`config.mk`:
```
export PLATFORM = sky130hd
export DESIGN_NAME = cpu_controller
export DESIGN_NICKNAME = d
export VERILOG_FILES = /design/src/rtl/cpu_controller.sv
export SDC_FILE = /design/constraint.sdc
export NUM_CORES = 1
export LEC_CHECK = 0
export ABC_AREA = 0
export CAP_MARGIN = 5
export CORE_AREA = 8 8 45 47
export CTS_BUF_LIST = sky130_fd_sc_hd__clkbuf_16
export DETAILED_ROUTE_END_ITERATION = 7
export DIE_AREA = 0 0 53 55
export PLACE_DENSITY = 0.62
export SLEW_MARGIN = 20
export SYNTH_ARGS = -nofsm -noshare
export SYNTH_HDL_FRONTEND = slang
export SYNTH_SLANG_ARGS = --single-unit
```
`constraint.sdc`:
```
create_clock -name clk -period 3.8 [get_ports clk]
set_input_delay 0.57 -clock clk [delete_from_list [all_inputs] [get_ports clk]]
set_output_delay 0.57 -clock clk [all_outputs]
set_load 0.02 [all_outputs]
```
`src/rtl/cpu_controller.sv`:
```
// Eight-phase fetch/decode/execute sequencer for the 5-bit-address RISC CPU.
// State is a phase counter plus a sticky halted flag; all strobes are a combinational decode.
module cpu_controller (
    input  logic       clk,
    input  logic       rst_n,
    input  logic [2:0] opcode,
    input  logic       zero,
    output logic       sel,
    output logic       rd,
    output logic       ld_ir,
    output logic       halt,
    output logic       inc_pc,
    output logic       ld_ac,
    output logic       ld_pc,
    output logic       wr,
    output logic       data_e,
    output logic [2:0] phase
);

    typedef enum logic [2:0] {
        PhInstAddr  = 3'd0,
        PhInstFetch = 3'd1,
        PhInstLoad  = 3'd2,
        PhIdle      = 3'd3,
        PhOpAddr    = 3'd4,
        PhOpFetch   = 3'd5,
        PhAluOp     = 3'd6,
        PhStore     = 3'd7
    } phase_e;

    typedef enum logic [2:0] {
        OpHlt = 3'd0,
        OpSkz = 3'd1,
        OpAdd = 3'd2,
        OpAnd = 3'd3,
        OpXor = 3'd4,
        OpLda = 3'd5,
        OpSto = 3'd6,
        OpJmp = 3'd7
    } opcode_e;

    phase_e  phase_q, phase_d;
    logic    halted_q, halted_d;
    opcode_e op;
    logic    is_aluop;

    assign op       = opcode_e'(opcode);
    assign is_aluop = (op == OpAdd) || (op == OpAnd) || (op == OpXor) || (op == OpLda);

    always_ff @(posedge clk or negedge rst_n) begin
        if (!rst_n) begin
            phase_q  <= PhInstAddr;
            halted_q <= 1'b0;
        end else begin
            phase_q  <= phase_d;
            halted_q <= halted_d;
        end
    end

    // HLT in phase 4 freezes the counter at phase 4; only reset leaves the halted state.
    always_comb begin
        phase_d  = phase_q;
        halted_d = halted_q;
        if (!halted_q) begin
            if (phase_q == PhOpAddr && op == OpHlt) begin
                halted_d = 1'b1;
            end else begin
                phase_d = phase_e'(phase_q + 3'd1);
            end
        end
    end

    always_comb begin
        sel    = 1'b0;
        rd     = 1'b0;
        ld_ir  = 1'b0;
        halt   = 1'b0;
        inc_pc = 1'b0;
        ld_ac  = 1'b0;
        ld_pc  = 1'b0;
        wr     = 1'b0;
        data_e = 1'b0;
        if (halted_q) begin
            halt = 1'b1;
        end else begin
            unique case (phase_q)
                PhInstAddr: begin
                    sel = 1'b1;
                end
                PhInstFetch: begin
                    sel = 1'b1;
                    rd  = 1'b1;
                end
                PhInstLoad, PhIdle: begin
                    sel   = 1'b1;
                    rd    = 1'b1;
                    ld_ir = 1'b1;
                end
                PhOpAddr: begin
                    if (op == OpHlt) begin
                        halt = 1'b1;
                    end else begin
                        inc_pc = 1'b1;
                    end
                end
                PhOpFetch: begin
                    rd = is_aluop;
                end
                PhAluOp: begin
                    rd     = is_aluop;
                    inc_pc = (op == OpSkz) && zero;
                    ld_pc  = (op == OpJmp);
                    data_e = (op == OpSto);
                end
                PhStore: begin
                    rd     = is_aluop;
                    ld_ac  = is_aluop;
                    ld_pc  = (op == OpJmp);
                    wr     = (op == OpSto);
                    data_e = (op == OpSto);
                end
                default: ;
            endcase
        end
    end

    assign phase = phase_q;

    // STO never reads, so the memory is never driven and sampled in the same cycle.
    assert property (@(posedge clk) disable iff (!rst_n) !(wr && rd));

endmodule

```
# == Yosys cells after proc, flatten, opt, wreduce, memory -nomap -nowiden ==
# Index checks and enable logic that the tools add are counted.
# Widths: inputs -> output; s select.
# op_classes
n_mux,22
n_shift,0
bitwise,2
eq_ne,14
div_mod_pow,0
magnitude_cmp,0
n_reduce_logical,13
mul,0
add_sub_neg,1
# ops
cell,count
$eq 3x3->1 const B,8
$mux 1,20
$eq 3x2->1 const B,4
$eq 3x1->1 const B,2
$logic_not 3->1,2
$reduce_or 3->1,2
$pmux 1 s2,2
$reduce_or 2->1,2
$reduce_or 4->1,1
$add 3x1->3 const B,1
$logic_or 1x1->1,3
$logic_and 1x1->1,2
$not 1->1,2
$reduce_and 2->1,1
# word_totals
latch_bits,0
mem_count,0
romBits,0
reg_bits,4
ram_bits,0
elab_cells,54
input_bits,6

# == Longest topological paths before layout ==
# depth
word_depth,6
depth_mapped,5

# == Least setup slack after synthesis ==
# Ideal clock, no wire load.
# synth_timing
path_type,register -> output
start,register phase_q[0] (netlist: phase[0])
end,output ld_pc
n_path_buf,0
stages_incl_launch_ff,5
path_slack_ps,1532
arrival_ps,1698
required_ps,3230
cell_sequence,dfrtp_1 > inv_1 > ha_1 > a21oi_1 > nor4b_1
# synth_between
elab_chain_cells,4
word_cells_on_any_way,5
# synth_lines
element,line_no,text
"start, declared",42,"phase_e phase_q, phase_d;"
"start signal, assigned",52,phase_q <= PhInstAddr;
"start signal, assigned",55,phase_q <= phase_d;
$eq 3x3->1,86,unique case (phase_q)
$reduce_or 2->1 (no line) (*),n/a,
$mux 1 (*),n/a,
$mux 1 (*),83,if (halted_q) begin
"end, declared",14,"output logic ld_pc,"
# Mark *: on every way between the ends. The rest lies on a longest branch, timed or not.

# == Worst setup path in the final report ==
# layout_timing
start,input opcode[2]
end,output rd
# layout_between
elab_chain_cells,6
word_cells_on_any_way,9
# layout_lines
element,line_no,text
"start, declared",6,"input logic [2:0] opcode,"
$eq 3x2->1,48,assign is_aluop = (op == OpAdd) || (op == OpAnd) || (op == OpXor) || (op == OpLda);
$logic_or 1x1->1 (2 in series),48,
$logic_or 1x1->1 (*),48,
$pmux 1 s2 (*),86,
$mux 1 (*),83,
"end, declared",9,"output logic rd,"
# Marks and branches as above.

==> parameters.txt <==
Parameter                              Value

Floorplan
  I/O Pins    18
  Die extent in x    53 µm
  Starting Density    26.8%
  Placeable Area    1380 µm²
  Die boundary height    55 µm
  Die ar.    2920 µm²
  Cell Rows    14

Clocking
  Max Buffers Root-to-Sink    2
  CTS tree    done
  Number of hold buffers added after CTS    0
  Clock sink total    4
  Total clock buffers created by CTS    3
  Root cell of the clock tree    clkbuf_16
  Postcts setup bufs    0
  CTS resizes    0
  Clock slew seen by the registers of the worst setup and hold paths    0.03 ns
  Latest clock arrival within the worst-skew pair    0.22 ns
  Number of levels the H-tree was split into    1

STA
  Worst slew margin relative to its limit    79.8%
  Clock Skews    0.00254 ns
  Fraction of the cycle the final worst path needs    76.2%
  Number of hold violations in the final report    0
  Sum of negative setup slack    0 ns
  Final min period    2.90 ns
  Worst-margin pin slew    0.303 ns
  Setup-violating endpoint count in the final report    0
  Max-slew violation total from the final report    0
  Minimum setup slack in the final design    0.904 ns
  Fmax achieved    345 MHz
  Setup repair after global routing missed its margin    false

Worst setup path
  Element type at the critical path end    output pin
  CP Launch Point    opcode[2]
  Crit path buf inv count    2
  Most numerous cell on the critical path    clkdlybuf4s50_1
  Maximum fanout along the worst path    4
  Number of cells traversed by the worst register-to-register path    4
  Capture point of the critical path    rd
  Critical path type    primary input to output pin
  R2R Path End    phase[1]$_DFFE_PN0P_
  Stages on the worst setup path    5
  Cell family with most CP delay    buffers and inverters
  Data required time of the critical path    3.23 ns
  R2r setup slk    2.29 ns
  Standard cell with the maximum stage delay on the critical path    clkdlybuf4s50_1
  Cells traversed along the worst timing path    clkdlybuf4s50_1 -> xnor2_1 -> nor3b_1 -> o32ai_1 -> clkdlybuf4s50_1
  Arrival time at the worst endpoint    2.33 ns
  Reg2reg start    phase[0]$_DFFE_PN0P_
  Delay of the slowest critical-path stage    0.65 ns
  Type of element launching the critical path    primary input

Synth
  Cell Area, Synth    370 µm²
  Netlist cell types    22
  Post-Synthesis Net Count    54
  Most repeated cell in the gate-level netlist after synthesis    ha_1
  Average cell area after synthesis    8.82 µm²
  YS warnings    0
  Synthesis-stage register bit count    4
  Post-synth top area cell    dfrtp_1
  Share of synthesized area occupied by flip-flops and latches    27.0%
  Post-Synthesis Cells    42
  Number of flops mapped to enable cells by yosys    0
  Async SR Flop Fraction    100%
  Most area-consuming cells after synthesis    dfrtp_1 27%, ha_1 20%, xnor2_1 4.7%
  Fraction of post-synthesis cell area in the top cell type by area    27.0%
  Main synth FF type    dfrtp_1
  Leading post-synthesis cells by instance count    6 x ha_1, 4 x dfrtp_1, 4 x nor2_1

Detailed routing
  Post-DR vias/cell    4.66
  Residual antenna-violating net count after detailed routing    0
  Routed wire per std cell    12.9 µm
  Number of remaining DRC errors    0
  Overall via count from detail_route    359
  Iteration count of the initial detailed-routing pass    1
  Total wire length    993 µm
  Drt initial violations    0

Min path
  Worst hold-check path type    primary input to async pin

Global routing
  Largest net degree at the start of global routing    11
  GR Overflow Total    0
  Overall track demand over capacity in global routing    8.05%
  Vias in the first global route    385
  Number of antenna violations at the first check in global routing    0
  Global-route wire length before repair    1.70 mm

Power
  Power density of the placed cells    963 nW/µm²
  Worst-case vdd ir drop    0.468 mV
  Leakage Power    0.259 nW
  Total power draw    0.000609 W

Finish
  Number of antenna repair diodes    0
  Area growth syn-to-layout    70.6%
  Net count reported at finish    75
  Fraction of final layout cells sized beyond drive strength 1    11.5%
  Final standard cell area without fillers    632 µm²

Place
  HPWL after DPL    764 µm
  Placed inst area    557 µm²
  Routability-driven placement congestion ratio    0.695
  Worst slack, placed    0.916 ns
  Count of buffers from port buffering    17

Run status
  Run status    complete, no violations

Run
  Max-cap viol count    0
power by group:
group / switching (W) / leakage (nW) / internal (W) / total, W
logic: 0.000172 / 0.176 / 0.000165 / 0.000338
registers: 0.0000413 / 0.0468 / 0.0000664 / 0.000108
clock network: 0.0000290 / 0.0370 / 0.000134 / 0.000163
cells in the final DEF (no fill, tap or decap), types with 2 or more instances in the layout:
master	netlist	routed
clkdlybuf4s50_1	0	17
dfrtp_1	4	4
xnor2_1	2	2
ha_1	6	6
or3_1	2	2
nand2_1	2	2
inv_1	3	3
nor2_1	4	4
a21oi_1	3	3
nor3_1	3	3
clkbuf_16	0	3
per-stage QoR:
stage          utilization, %  cells  hold slack (ns)
6_report                 45.7     77            0.547
4_1_cts                  45.7     77            0.546
5_1_grt                  45.7     77            0.563
2_1_floorplan               -     42            0.274
3_3_place_gp             40.2     74            0.594
3_5_place_dp             40.2     74            0.589
cell type report:
cell class | instances | area [µm²]
sequential | 4 | 100
clock buffer | 3 | 75.1
fill | 144 | 752
inverter | 4 | 15.0
timing repair buffer | 17 | 170
multi-input combinational | 33 | 251
tap | 16 | 20.0
worst min-delay path by stage:
| stage | from | endpoint | slack, ns | cells past startpoint |
|---|---|---|---|---|
| 5_1_grt | rst_n | phase[1]$_DFFE_PN0P_ | 0.56 | 1 |
| 2_1_floorplan | rst_n | halted_q$_DFF_PN0_ | 0.27 | 0 |
| 3_3_place_gp | phase[1]$_DFFE_PN0P_ | phase[1]$_DFFE_PN0P_ | 0.59 | 1 |
| 3_5_place_dp | phase[1]$_DFFE_PN0P_ | phase[1]$_DFFE_PN0P_ | 0.59 | 1 |
| 4_1_cts | rst_n | phase[1]$_DFFE_PN0P_ | 0.55 | 1 |
| 6_report | rst_n | phase[1]$_DFFE_PN0P_ | 0.55 | 1 |
worst register-to-register path: cells and delay by family (launching register included):
family / cells / cell delay (ns)
compound gates: 1 / 0.27
fa+ha+maj: 1 / 0.27
buf+inv: 1 / 0.12
flops: 1 / 0.41
mux: 1 / 0.33
state kept, by name (all words and copies together) (netlist names):
signal,cells
phase,3
halted_q,1
kinds of logic (layout without fill, tap and decap cells):
kind of cell / count (synthesis) / in the layout / synth area share [%]
AND/OR/NAND/NOR: 17 / 17 / 25.3
buffers and inverters: 5 / 24 / 5.07
flip-flops: 4 / 4 / 27.0
AO/OA/AOI/OAI: 7 / 7 / 13.5
multiplexers: 1 / 1 / 4.05
XOR/XNOR: 2 / 2 / 4.73
adder cells (fa/ha/maj): 6 / 6 / 20.3
metal layers:
metal / global-route usage (%) / routed length (µm)
met1: 8.42 / 411
met2: 12.9 / 500
met3: 2.94 / 81
met4: 6.47 / 0
met5: 0 / 0
No activity file was read; power rests on OpenSTA's default activity.
